--- src/rtl/program_loader.sv ---
// Loads switch words into instruction memory one per Load pulse, then releases the processor on Start.
// Define LOADER_VERIFY_EN to add a read-back check of every written word (READ/CHECK states).
module program_loader #(
  parameter int ADDR_W = 7,
  parameter int DATA_W = 16
) (
  input  logic              i_clk,
  input  logic              i_rst_n,
  input  logic              i_load,
  input  logic              i_start,
  input  logic              i_clear,
  input  logic [DATA_W-1:0] i_sw_data,
  input  logic [DATA_W-1:0] i_mem_rd_data,
  output logic              o_mem_wr_en,
  output logic [ADDR_W-1:0] o_mem_addr,
  output logic [DATA_W-1:0] o_mem_wr_data,
  output logic [ADDR_W:0]   o_word_count,
  output logic              o_run,
  output logic              o_full,
  output logic              o_error,
  output logic [2:0]        o_state
);

  typedef enum logic [2:0] {
    S_IDLE  = 3'd0,
    S_WRITE = 3'd1,
    S_READ  = 3'd2,
    S_CHECK = 3'd3,
    S_RUN   = 3'd4
  } state_t;

  localparam logic [ADDR_W:0]   CNT_FULL = {1'b1, {ADDR_W{1'b0}}};
  localparam logic [ADDR_W:0]   CNT_ONE  = {{ADDR_W{1'b0}}, 1'b1};
  localparam logic [ADDR_W:0]   CNT_ZERO = {(ADDR_W+1){1'b0}};
  localparam logic [ADDR_W-1:0] PTR_ONE  = {{(ADDR_W-1){1'b0}}, 1'b1};
  localparam logic [ADDR_W-1:0] PTR_ZERO = {ADDR_W{1'b0}};

  state_t              r_state;
  logic [ADDR_W-1:0]   r_ptr;
  logic [ADDR_W:0]     r_count;
  logic [DATA_W-1:0]   r_word;
  logic                r_wr_en;
  logic                r_run;
  logic                r_error;

  logic                w_full;
  logic [ADDR_W:0]     w_count_inc;

  assign w_full      = (r_count == CNT_FULL);
  assign w_count_inc = w_full ? r_count : (r_count + CNT_ONE);

  // Loader FSM; Clear overrides every state and abandons any write not yet strobed.
  always_ff @(posedge i_clk or negedge i_rst_n) begin
    if (!i_rst_n) begin
      r_state <= S_IDLE;
      r_ptr   <= PTR_ZERO;
      r_count <= CNT_ZERO;
      r_word  <= {DATA_W{1'b0}};
      r_wr_en <= 1'b0;
      r_run   <= 1'b0;
      r_error <= 1'b0;
    end else if (i_clear) begin
      r_state <= S_IDLE;
      r_ptr   <= PTR_ZERO;
      r_count <= CNT_ZERO;
      r_wr_en <= 1'b0;
      r_run   <= 1'b0;
      r_error <= 1'b0;
    end else begin
      case (r_state)
        S_IDLE: begin
          r_wr_en <= 1'b0;
          r_run   <= 1'b0;
          if (i_load && !w_full) begin
            r_word  <= i_sw_data;
            r_wr_en <= 1'b1;
            r_state <= S_WRITE;
          end else if (i_start && !i_load && (r_count != CNT_ZERO) && !r_error) begin
            r_run   <= 1'b1;
            r_state <= S_RUN;
          end else begin
            r_state <= S_IDLE;
          end
        end
        S_WRITE: begin
          r_wr_en <= 1'b0;
`ifdef LOADER_VERIFY_EN
          r_state <= S_READ;
`else
          r_ptr   <= r_ptr + PTR_ONE;
          r_count <= w_count_inc;
          r_state <= S_IDLE;
`endif
        end
`ifdef LOADER_VERIFY_EN
        S_READ: begin
          r_wr_en <= 1'b0;
          r_state <= S_CHECK;
        end
        S_CHECK: begin
          r_wr_en <= 1'b0;
          if (i_mem_rd_data != r_word) begin
            r_error <= 1'b1;
          end else begin
            r_error <= r_error;
          end
          r_ptr   <= r_ptr + PTR_ONE;
          r_count <= w_count_inc;
          r_state <= S_IDLE;
        end
`endif
        S_RUN: begin
          r_wr_en <= 1'b0;
          r_run   <= 1'b1;
          r_state <= S_RUN;
        end
        default: begin
          r_wr_en <= 1'b0;
          r_run   <= 1'b0;
          r_state <= S_IDLE;
        end
      endcase
    end
  end

  assign o_mem_wr_en   = r_wr_en;
  assign o_mem_addr    = r_ptr;
  assign o_mem_wr_data = r_word;
  assign o_word_count  = r_count;
  assign o_run         = r_run;
  assign o_full        = w_full;
  assign o_state       = r_state;

`ifdef LOADER_VERIFY_EN
  assign o_error = r_error;
`else
  logic w_unused_rd;
  assign w_unused_rd = ^{i_mem_rd_data, r_error};
  assign o_error     = 1'b0;
`endif

endmodule
--- config.mk ---
export PLATFORM = sky130hd
export DESIGN_NAME = program_loader
export DESIGN_NICKNAME = d
export VERILOG_FILES = /design/src/rtl/program_loader.sv
export SDC_FILE = /design/constraint.sdc
export NUM_CORES = 1
export LEC_CHECK = 0
export BUFFER_PORTS_ARGS = -buffer_cell sky130_fd_sc_hd__buf_2
export CAP_MARGIN = 20
export CORE_UTILIZATION = 46
export DETAILED_ROUTE_END_ITERATION = 10
export PLACE_DENSITY = 0.79
export SYNTH_ARGS = -nofsm -noshare
export SYNTH_HDL_FRONTEND = slang
export SYNTH_SLANG_ARGS = --single-unit
--- constraint.sdc ---
create_clock -name i_clk -period 2.8 [get_ports i_clk]
set_clock_uncertainty 0.05 [all_clocks]
set_input_delay 0.28 -clock i_clk [delete_from_list [all_inputs] [get_ports i_clk]]
set_output_delay 0.28 -clock i_clk [all_outputs]
set_load 0.05 [all_outputs]
**Word-level counts from Yosys, hierarchy flattened**

Index checks and enable logic that the tools add are counted.

- Flip-flop bits (word level): 36
- Latch bits: 0
- RAM bits: 0
- Bits in read-only memories: 0
- Logic and storage cells: 40
- Memories: 0

- Add/sub/neg operators: 2
- $mul: 0
- Div/mod/pow operators: 0
- Order comparisons: 0
- Eq/ne operators: 5
- Shift-type cells: 0
- Multiplexer cells: 16
- Bitwise logic cells: 1
- Reduce and logical (&&, ||, !) cells: 10

Operators with widths:

| kind | count |
|---|---|
| 8-bit two-way mux | 3 |
| 7-bit two-way mux | 2 |
| 3-bit two-way mux | 3 |
| 8-bit by 1-bit adder with 8-bit output, second input constant | 1 |
| 8-bit == test, second input constant | 1 |
| 8-bit nonzero test | 1 |
| 7-bit by 1-bit adder with 7-bit output, second input constant | 1 |
| 1-bit two-way mux | 6 |
| 3-bit one-hot mux with 2 select lines | 1 |
| 2-bit != test, second input constant | 2 |
| 3-bit by 1-bit == test with 1-bit output, second input constant | 1 |
| 3-bit == test, second input constant | 1 |
| 1-bit logical AND | 3 |
| 3-bit zero test | 1 |
| 1-bit one-hot mux with 3 select lines | 1 |
| 3-bit AND reduction | 1 |
| 1-bit zero test | 2 |
| 2-bit AND reduction | 1 |
| 2-bit nonzero test | 1 |
| 1-bit NOT | 1 |

**Logic depth before layout (Yosys ltp)**

Gate-level depths: netlist (run 1).

- Word-level depth: 7
- Depth in mapped cells: 6

**Least setup slack after synthesis (run 1)**

No wires, ideal clock.

- Path kind: register to output
- Start point: register r_count[5], in the netlist o_word_count[5]
- End point: output port o_full
- Arrival: 1,971 ps
- Required time: 2,470 ps
- Slack: 499 ps
- Cell stages (with the launch flop): 4
- Cell sequence: dfrtp_1 -> or4_1 -> buf_2 -> nor2_1

- Longest elaborated chain between the ends: 1

Ends and longest elaborated chain:

| element | RTL line | source |
|---|---|---|
| start, declared | 40 | `logic [ADDR_W:0] r_count;` |
| start signal, assigned | 91 | `r_count <= w_count_inc;` |
| 8-bit == test | 49 | `assign w_full = (r_count == CNT_FULL);` |
| end, declared | 19 | `output logic o_full,` |

Every way passes these cells.

**Worst setup path in the final report (run 1)**

Same ends and word-level chain as after synthesis.

==> flow_summary.json, run 1 <==
{
  "status": "completed",
  "fmax_mhz": 451,
  "first_pass_iters": 4,
  "yosysWarnings": 0,
  "cts_buffers": 5,
  "synth_cells": 138,
  "drive_gt1_share_pct": 41.6,
  "synth-seq-cells": 34,
  "yosysUniqueCellTypes": 34,
  "ctsHoldBuffers": 1,
  "num_vias": 1226,
  "cts_buffer_depth": 2,
  "gp_congestion": 0.770,
  "grt_util_all_layers_pct": 18.9,
  "placedCellCount": 234,
  "fillers": 322,
  "avgSynthCellArea_um2": 11.8,
  "rsz0062_at_grt": "no",
  "n_antenna_cell": 0,
  "cts.repair.resized": 0,
  "cts_setup_buffers": 0,
  "remaining_drc_errors": 0,
  "rows": 21,
  "worst_setup_path_end_kind": "output pin",
  "post-route-period-util_pct": 79.2,
  "timing.slew.headroom_pct": 50.8,
  "whs_ns": 0.116,
  "dp_hpwl_mm": 2.22,
  "min_period_ns": 2.22,
  "placed_area_mm2": 0.00192,
  "initial_core_util_pct": 48.3,
  "grt_antenna_before_repair": 0,
  "grt_pass1_vias": 1139,
  "die_area_mm2": 0.00377,
  "startpoint_type": "flop",
  "stdcell_count": 243,
  "ir_worst_vdd_uv": 489,
  "cts_sinks": 34,
  "synth_top_area_share_pct": 52.3,
  "io_buffers": 56,
  "via_per_inst": 5.05,
  "htreeDepth": 2,
  "maxCapViolCount": 0,
  "crit_arrival_ns": 1.89,
  "final_util_pct": 59.5,
  "grt_max_degree": 35,
  "fin_area_mm2": 0.00200,
  "die_y_um": 61.4,
  "finalHoldViolCount": 0,
  "hold_path.class": "primary input to flop",
  "yosys-top-cells-area": "dfrtp_1 (52%), mux2_4 (8.3%), mux2_2 (5.5%), a21oi_1 (3.1%), o31ai_1 (2.8%)",
  "drtIter0Drc": 57,
  "leakage_nw": 0.997,
  "critPathRequiredTime_ns": 2.47,
  "io_pins": 75,
  "clkLatencyLatePin_ns": 0.34,
  "worst_slack_ns": 0.582,
  "synth_top_area_cell": "dfrtp_1",
  "cp_max_fo": 6,
  "cts_tree": "built",
  "power.total_mw": 1.31,
  "cts_root_buffer": "clkbuf_4",
  "fin_tns_setup_ns": 0,
  "crit_type": "flop to output pin",
  "power.density_mw_per_mm2": 655,
  "final_common_cell": "buf_2",
  "yosysSeqAreaShare_pct": 52.3,
  "routed_wl_mm": 3.12,
  "setup_viol": 0,
  "area_delta_synth_final_pct": 23.1,
  "worst_pin_slew_ns": 0.738,
  "final_nets": 236,
  "ant_nets": 0,
  "clkTransAtPathRegs_ns": 0.11,
  "synth_area_mm2": 0.00163,
  "die_w_um": 61.4,
  "dp_slack_ns": 0.591,
  "core_area_mm2": 0.00336,
  "finalMaxSlewViolations": 0,
  "overflow": 0,
  "avgRoutedWirePerCell_um": 12.8,
  "final_cell_mix": "buf_2 (56), dfrtp_1 (34), a21oi_1 (10)",
  "grt_pass1_wl_mm": 5.06
}
## cells by family after synthesis
| kind of cell | share of synthesized area, % |
|---|---|
| compound gates | 11.9 |
| flops | 52.3 |
| other cells | 0.231 |
| xor+xnor | 1.08 |
| mux | 13.9 |
| fa+ha+maj | 2.31 |
| simple gates | 12.6 |
| buf+inv | 5.70 |
## state kept, by name, indices dropped and copies added (netlist names)
| register | flops |
|---|---|
| o_word_count | 8 |
| o_run | 1 |
| o_mem_addr | 7 |
| o_mem_wr_data | 16 |
| o_state | 2 |
## final cells by class
class | count | area, um^2 | area share, %
sequential | 34 | 851 | 42.5
multi-input combinational | 88 | 686 | 34.3
timing repair buffer | 58 | 298 | 14.9
tap | 46 | 57.6 | 2.88
clock buffer | 7 | 45.0 | 2.25
inverter | 9 | 33.8 | 1.69
clock inverter | 1 | 30.0 | 1.50
## worst max-delay path: stages, from the launching register on
cell and delay (ns):
dfrtp_1 0.44, or4_1 0.69, nor2_1 0.15, buf_2 0.27
## cells in the mapped netlist (all sizes together)
| library cell | instances |
|---|---|
| a21oi | 10 |
| nand2b | 1 |
| clkbuf | 3 |
| o311ai | 1 |
| xnor2 | 1 |
| o21ai | 6 |
| nor2b | 1 |
| conb | 1 |
| nor4bb | 1 |
| o41ai | 1 |
| dfrtp | 34 |
| buf | 5 |
| o211ai | 1 |
| nor2 | 6 |
| ha | 3 |
| nand2 | 8 |
| inv | 9 |
| o21a | 1 |
| xor2 | 1 |
| nor4b | 1 |
| or3 | 4 |
| o31ai | 6 |
| mux2 | 17 |
| o2111ai | 2 |
| or4 | 5 |
| nand4 | 1 |
| nand3b | 3 |
| nand4b | 1 |
| or2 | 1 |
| nand3 | 3 |
## worst paths after layout
check,start,end,slack [ns],cells after the start
max,o_word_count[5]$_DFFE_PN0P_,o_full,0.58,3
min,i_sw_data[11],o_mem_wr_data[11]$_DFFE_PN0P_,0.12,2
max reg2reg,o_word_count[5]$_DFFE_PN0P_,o_mem_wr_data[1]$_DFFE_PN0P_,0.60,4
min reg2reg,o_mem_wr_data[2]$_DFFE_PN0P_,o_mem_wr_data[2]$_DFFE_PN0P_,0.46,1
max in group asynchronous,i_rst_n,o_mem_wr_data[6]$_DFFE_PN0P_,1.75,2
min in group asynchronous,i_rst_n,o_word_count[3]$_DFFE_PN0P_,0.47,2
## power breakdown
part | internal [mW] | switching [mW] | leakage, nW | total [mW]
combinational | 0.114 | 0.270 | 0.520 | 0.383
sequential | 0.544 | 0.0328 | 0.437 | 0.577
clock | 0.189 | 0.161 | 0.0395 | 0.351
## metal layers
layer  vias up  wire [um]  global-route usage [%]
met1       569       1430                    23.8
met4         0         27                    5.71
met3         2        275                    9.87
li1        606          -                       -
met2        49       1390                    28.6
met5         -          0                       0
(Power assumes the default switching activity.)
==> run 2, diff against run 1 <==
- clock period: 2.8 -> 2.3 ns (I/O delays scaled with it)
==> run 2 against run 1 <==
Sequential cell count is the same. Largest cell class unchanged. Non-clock buffer count rose by 1. Sequential power up 22%.
==> flow_summary.json, run 2 (synthesis gave the netlist of run 1 again) <==
{
  "fin_tns_setup_ns": 0,
  "busiest_layer": "met2",
  "dp_hpwl_mm": 2.34,
  "final_cell_mix": "buf_2 (56), dfrtp_1 (34), a21oi_1 (10)",
  "worst_setup_path_end_kind": "output pin",
  "n_antenna_cell": 0,
  "gp_congestion": 0.789,
  "grt_use_met3_pct": 8.40,
  "die_area_mm2": 0.00377,
  "rr_startpoint": "o_word_count[5]$_DFFE_PN0P_",
  "cts_root_buffer": "clkbuf_4",
  "clkTransAtPathRegs_ns": 0.11,
  "r2r_cells": 4,
  "grt_util_met1_pct": 25.6,
  "cp_cell_sequence": "or4_4, nor2_1, buf_2",
  "seqPwrFrac_pct": 44.4,
  "min_period_ns": 2.09,
  "crit_cells": 3,
  "status": "completed",
  "hold_path.class": "primary input to flop",
  "critPathCapture": "o_full",
  "die_y_um": 61.4,
  "combPwrFrac_pct": 29.8,
  "largest_reg_flops": 16,
  "critPathRequiredTime_ns": 2.02,
  "remaining_drc_errors": 0,
  "drtIter0Drc": 84,
  "swShare_pct": 36.1,
  "cts_setup_buffers": 0,
  "finalMaxSlewViolations": 0,
  "grt_max_degree": 35,
  "die_w_um": 61.4,
  "cts_buffers": 5,
  "clockPowerShare_pct": 25.8,
  "final_common_cell": "buf_2",
  "power.total_mw": 1.58,
  "rsz0062_at_grt": "no",
  "r2r_setup_slack_ns": 0.29,
  "initial_core_util_pct": 48.3,
  "grt_antenna_before_repair": 0,
  "power.density_mw_per_mm2": 781,
  "cp_top_family": "simple AND/OR/NAND/NOR gates",
  "final_util_pct": 60.3,
  "routed_wl_mm": 3.24,
  "startpoint_type": "flop",
  "core_area_mm2": 0.00336,
  "finalHoldViolCount": 0,
  "met2_usage_pct": 31.2,
  "io_buffers": 56,
  "overflow": 0,
  "maxCapViolCount": 0,
  "cp_max_fo": 6,
  "rows": 21,
  "final_nets": 237,
  "fmax_mhz": 478,
  "num_vias": 1278,
  "cts_tree": "built",
  "critPathLaunch": "o_word_count[5]$_DFFE_PN0P_",
  "grt_util_all_layers_pct": 20.2,
  "setup_viol": 0,
  "drive_gt1_share_pct": 43.4,
  "switching_power_mw": 0.571,
  "cts_buffer_depth": 2,
  "cp_slowest_cell": "or4_4",
  "grt_pass1_wl_mm": 5.44,
  "via_per_inst": 5.24,
  "r2r_end": "o_mem_wr_data[13]$_DFFE_PN0P_",
  "area_delta_synth_final_pct": 24.8,
  "htreeDepth": 2,
  "worst_pin_slew_ns": 0.731,
  "cpPeakStageDelay_ns": 0.62,
  "post-route-period-util_pct": 90.9,
  "ant_nets": 0,
  "io_pins": 75,
  "crit_arrival_ns": 1.81,
  "fillers": 322,
  "avgRoutedWirePerCell_um": 13.3,
  "cts_sinks": 34,
  "grt_pass1_vias": 1215,
  "intPower_mw": 1.01,
  "ir_worst_vdd_uv": 494,
  "timing.slew.headroom_pct": 51.3,
  "first_pass_iters": 4,
  "clkLatencyLatePin_ns": 0.33,
  "leakage_nw": 1.01,
  "min_delay_path_depth": 2,
  "path_buf_inv": 1,
  "crit_type": "flop to output pin"
}
## run 2: repair_timing
item,in CTS,in global routing
hold buffers,1,0
gates resized for setup,0,1
endpoints found under the setup margin,0,1
hold endpoints to repair,34,0
## run 2: final cells by class
cell class | instances | area (um^2) | area share [%]
multi-input combinational | 88 | 689 | 34.0
sequential | 34 | 851 | 41.9
inverter | 9 | 33.8 | 1.67
clock buffer | 8 | 78.8 | 3.89
tap | 46 | 57.6 | 2.84
timing repair buffer | 59 | 318 | 15.7
## run 2: stage by stage
| stage | setup WS [ns] | hold slack (ns) | cell area, um^2 | instances |
|---|---|---|---|---|
| floorplan | 0.0287 | -0.116 | 1630 | 139 |
| global placement | 0.230 | 0.284 | 1940 | 235 |
| detailed placement | 0.192 | 0.285 | 1940 | 235 |
| CTS | 0.0871 | 0.0463 | 2020 | 244 |
| global route | 0.103 | 0.0417 | 2030 | 244 |
| finish | 0.208 | 0.0562 | 2030 | 244 |
## run 2: routing by layer
metal  routed length [um]  share of wire (%)
met1                 1440                 44
met2                 1520                 47
met3                  249                7.7
met4                   32               0.99
met5                    0                  0
## run 2: worst min path at each step
stage	slack, ns	endpoint	startpoint
after global placement	0.28	o_word_count[6]$_DFFE_PN0P_	i_rst_n
after floorplan	-0.12	o_mem_addr[0]$_DFFE_PN0P_	i_rst_n
final	0.06	o_mem_wr_data[11]$_DFFE_PN0P_	i_sw_data[11]
after detailed placement	0.29	o_word_count[6]$_DFFE_PN0P_	i_rst_n
after global routing	0.04	o_mem_wr_data[9]$_DFFE_PN0P_	i_sw_data[9]
after CTS	0.05	o_mem_wr_data[11]$_DFFE_PN0P_	i_sw_data[11]
## run 2: power groups by stage
stage	combinational, mW	sequential, mW	clock [mW]
2_1_floorplan	0.132	0.942	0
3_3_place_gp	0.468	0.712	0
3_5_place_dp	0.476	0.712	0
4_1_cts	0.476	0.704	0.416
5_1_grt	0.499	0.713	0.448
6_report	0.471	0.703	0.409
## run 2: worst reg2reg max path, stage by stage (launching register included)
cell and delay [ns]:
dfrtp_1 0.44, or4_4 0.62, o2111ai_4 0.25, buf_12 0.20
mux2_2 0.35
==> run 3, diff against run 2 <==
- ABC_AREA: unset -> 1
- CORE_UTILIZATION: 46 -> 47
- PLACE_DENSITY: 0.79 -> 0.8
==> run 3 against run 2 <==
Synthesized cell count up 52%. Routed wire length grew 2.5%. Sequential cell count unchanged. Worst setup slack gained 0.081 ns. First-iteration DRC count grew 3.6%. Register-to-register slack improved by 0.26 ns. Area after synthesis grew 3.6%. Via count is 15% higher. Die area rose by 1.4%. Non-clock buffer count fell by 2. Critical endpoint unchanged. Largest cell class unchanged.
==> flow_summary.json, run 3 <==
{
  "yosysWarnings": 0,
  "wl_met2_mm": 1.54,
  "area_delta_synth_final_pct": 20.1,
  "maxCapViolCount": 0,
  "power.total_mw": 1.36,
  "die_w_um": 61.9,
  "r2r_setup_slack_ns": 0.55,
  "cp_slowest_cell": "dfrtp_1",
  "die_y_um": 61.9,
  "critPathRequiredTime_ns": 2.02,
  "synth_cells": 210,
  "grt_max_degree": 35,
  "cts_root_buffer": "clkbuf_4",
  "final_common_cell": "nand2_1",
  "drive_gt1_share_pct": 31.0,
  "yosys-top-cells-area": "dfrtp_1 (51%), nand2_1 (17%), nand3_1 (5.3%), nand2_2 (4.1%), inv_1 (4.0%)",
  "cts_setup_buffers": 0,
  "synth-seq-cells": 34,
  "synth_top_area_share_pct": 50.5,
  "crit_arrival_ns": 1.73,
  "htreeDepth": 2,
  "top_layer": "met4",
  "die_area_mm2": 0.00383,
  "ctsHoldBuffers": 1,
  "cts.repair.resized": 0,
  "power.density_mw_per_mm2": 675,
  "hold_path.class": "primary input to flop",
  "critPathCapture": "o_full",
  "synth-main-ff-cell": "dfrtp_1",
  "met1_length_mm": 1.50,
  "grt_pass1_wl_mm": 5.46,
  "fmax_mhz": 497,
  "n_antenna_cell": 0,
  "overflow": 0,
  "startpoint_type": "flop",
  "largest_reg_flops": 16,
  "final_nets": 308,
  "min_period_ns": 2.01,
  "num_vias": 1475,
  "setup_viol": 0,
  "rsz0062_at_grt": "no",
  "ant_nets": 0,
  "status": "completed",
  "first_pass_iters": 5,
  "synth_common_cells": "nand2_1 (77), dfrtp_1 (34), inv_1 (18), nand3_1 (18), nor2_1 (14)",
  "timing.slew.headroom_pct": 51.3,
  "cts_buffers": 5,
  "cpPeakStageDelay_ns": 0.46,
  "final_cell_mix": "nand2_1 (77), buf_2 (56), dfrtp_1 (34)",
  "cpMostUsedCell": "inv_1",
  "yosysMostFrequentCell": "nand2_1",
  "avgRoutedWirePerCell_um": 10.6,
  "worst_slack_ns": 0.290,
  "r2r_cells": 9,
  "via_per_inst": 4.70,
  "dr_wl_met3_um": 240,
  "whs_ns": 0.0296,
  "cts_tree": "built",
  "grt_antenna_before_repair": 0,
  "async_flop_share_pct": 100,
  "dp_hpwl_mm": 2.42,
  "critPathLaunch": "o_word_count[0]$_DFFE_PN0P_",
  "finalHoldViolCount": 0,
  "rows": 21,
  "rr_startpoint": "o_word_count[0]$_DFFE_PN0P_",
  "cts_sinks": 34,
  "grt_pass1_vias": 1294,
  "post-route-period-util_pct": 87.4,
  "synth-edff-count": 0,
  "core_area_mm2": 0.00339,
  "initial_core_util_pct": 49.7,
  "avgSynthCellArea_um2": 8.02,
  "routed_wl_mm": 3.32,
  "fin_area_mm2": 0.00202,
  "placed_area_mm2": 0.00196,
  "leakage_nw": 1.17,
  "yosysSeqAreaShare_pct": 50.5,
  "cp_max_fo": 6,
  "grt_util_all_layers_pct": 19.9,
  "crit_type": "flop to output pin",
  "worst_setup_path_end_kind": "output pin",
  "remaining_drc_errors": 0,
  "clkTransAtPathRegs_ns": 0.10,
  "worst_pin_slew_ns": 0.730,
  "finalMaxSlewViolations": 0,
  "gp_congestion": 0.806,
  "dp_slack_ns": 0.542,
  "cp_cell_sequence": "inv_1, ha_1, nand2_1, nor2_2, nand2_4, inv_1, buf_2",
  "clkLatencyLatePin_ns": 0.34,
  "synth_area_mm2": 0.00168,
  "r2r_end": "o_mem_wr_data[13]$_DFFE_PN0P_",
  "drtIter0Drc": 87,
  "cts_buffer_depth": 2,
  "io_buffers": 56,
  "io_pins": 75,
  "ir_worst_vdd_uv": 393,
  "fin_tns_setup_ns": 0,
  "yosysUniqueCellTypes": 24,
  "synth_top_area_cell": "dfrtp_1"
}
run 3: cell types whose count changed after synthesis, sizes merged, moves of 6 or more:
cell,previous run,this run
nor2,6,16
inv,9,22
mux2,17,0
o21ai,6,12
a21oi,10,2
nand3,3,19
o31ai,6,0
nand2,8,89
run 3: power by group:
part | total [mW] | internal, mW | switching (mW)
logic | 0.378 | 0.0816 | 0.296
registers | 0.681 | 0.649 | 0.0315
clock network | 0.307 | 0.110 | 0.197
run 3: critical path: cells and delay by family, from the launching register on:
kind	cells	cell delay (ns)
fa+ha+maj	1	0.18
buf+inv	3	0.46
simple gates	3	0.29
flops	1	0.46
run 3: cell type report:
cell class,count,area (um^2)
Fill cell,316,1370
Sequential cell,34,851
Multi-Input combinational cell,148,691
Timing Repair Buffer,57,290
Inverter,22,85.1
Tap cell,46,57.6
Clock buffer,5,37.5
Clock inverter,2,10.0
run 3: worst min path at each step:
| stage | start | to | cells past startpoint |
|---|---|---|---|
| after floorplan | i_rst_n | o_mem_addr[0]$_DFFE_PN0P_ | 0 |
| after global placement | i_rst_n | o_mem_addr[3]$_DFFE_PN0P_ | 1 |
| after detailed placement | i_rst_n | o_mem_addr[3]$_DFFE_PN0P_ | 1 |
| after CTS | i_sw_data[2] | o_mem_wr_data[2]$_DFFE_PN0P_ | 3 |
| after global routing | i_sw_data[10] | o_mem_wr_data[10]$_DFFE_PN0P_ | 3 |
| final | i_sw_data[2] | o_mem_wr_data[2]$_DFFE_PN0P_ | 3 |
run 3: kinds of logic after synthesis:
| kind of cell | count (synthesis) | share of synthesized area, % |
|---|---|---|
| other | 1 | 0.223 |
| DFF | 34 | 50.5 |
| adders and majority gates | 3 | 2.23 |
| xor gates and xnor gates | 1 | 0.520 |
| and+or+nand+nor | 127 | 33.3 |
| buffers and inverters | 29 | 8.69 |
| AOI/OAI and AO/OA | 15 | 4.53 |
run 3: routing by layer:
layer / global-route usage [%] / vias up
li1: - / 758
met1: 24.4 / 661
met2: 31.5 / 50
met3: 7.87 / 6
met4: 8.25 / 0
met5: 0 / -
run 3: stage by stage:
| stage | cells | util (%) |
|---|---|---|
| 4_1_cts | 314 | 59.7 |
| 2_1_floorplan | 211 | - |
| 3_3_place_gp | 306 | 58.0 |
| 5_1_grt | 314 | 59.7 |
| 6_report | 314 | 59.7 |
| 3_5_place_dp | 306 | 58.0 |
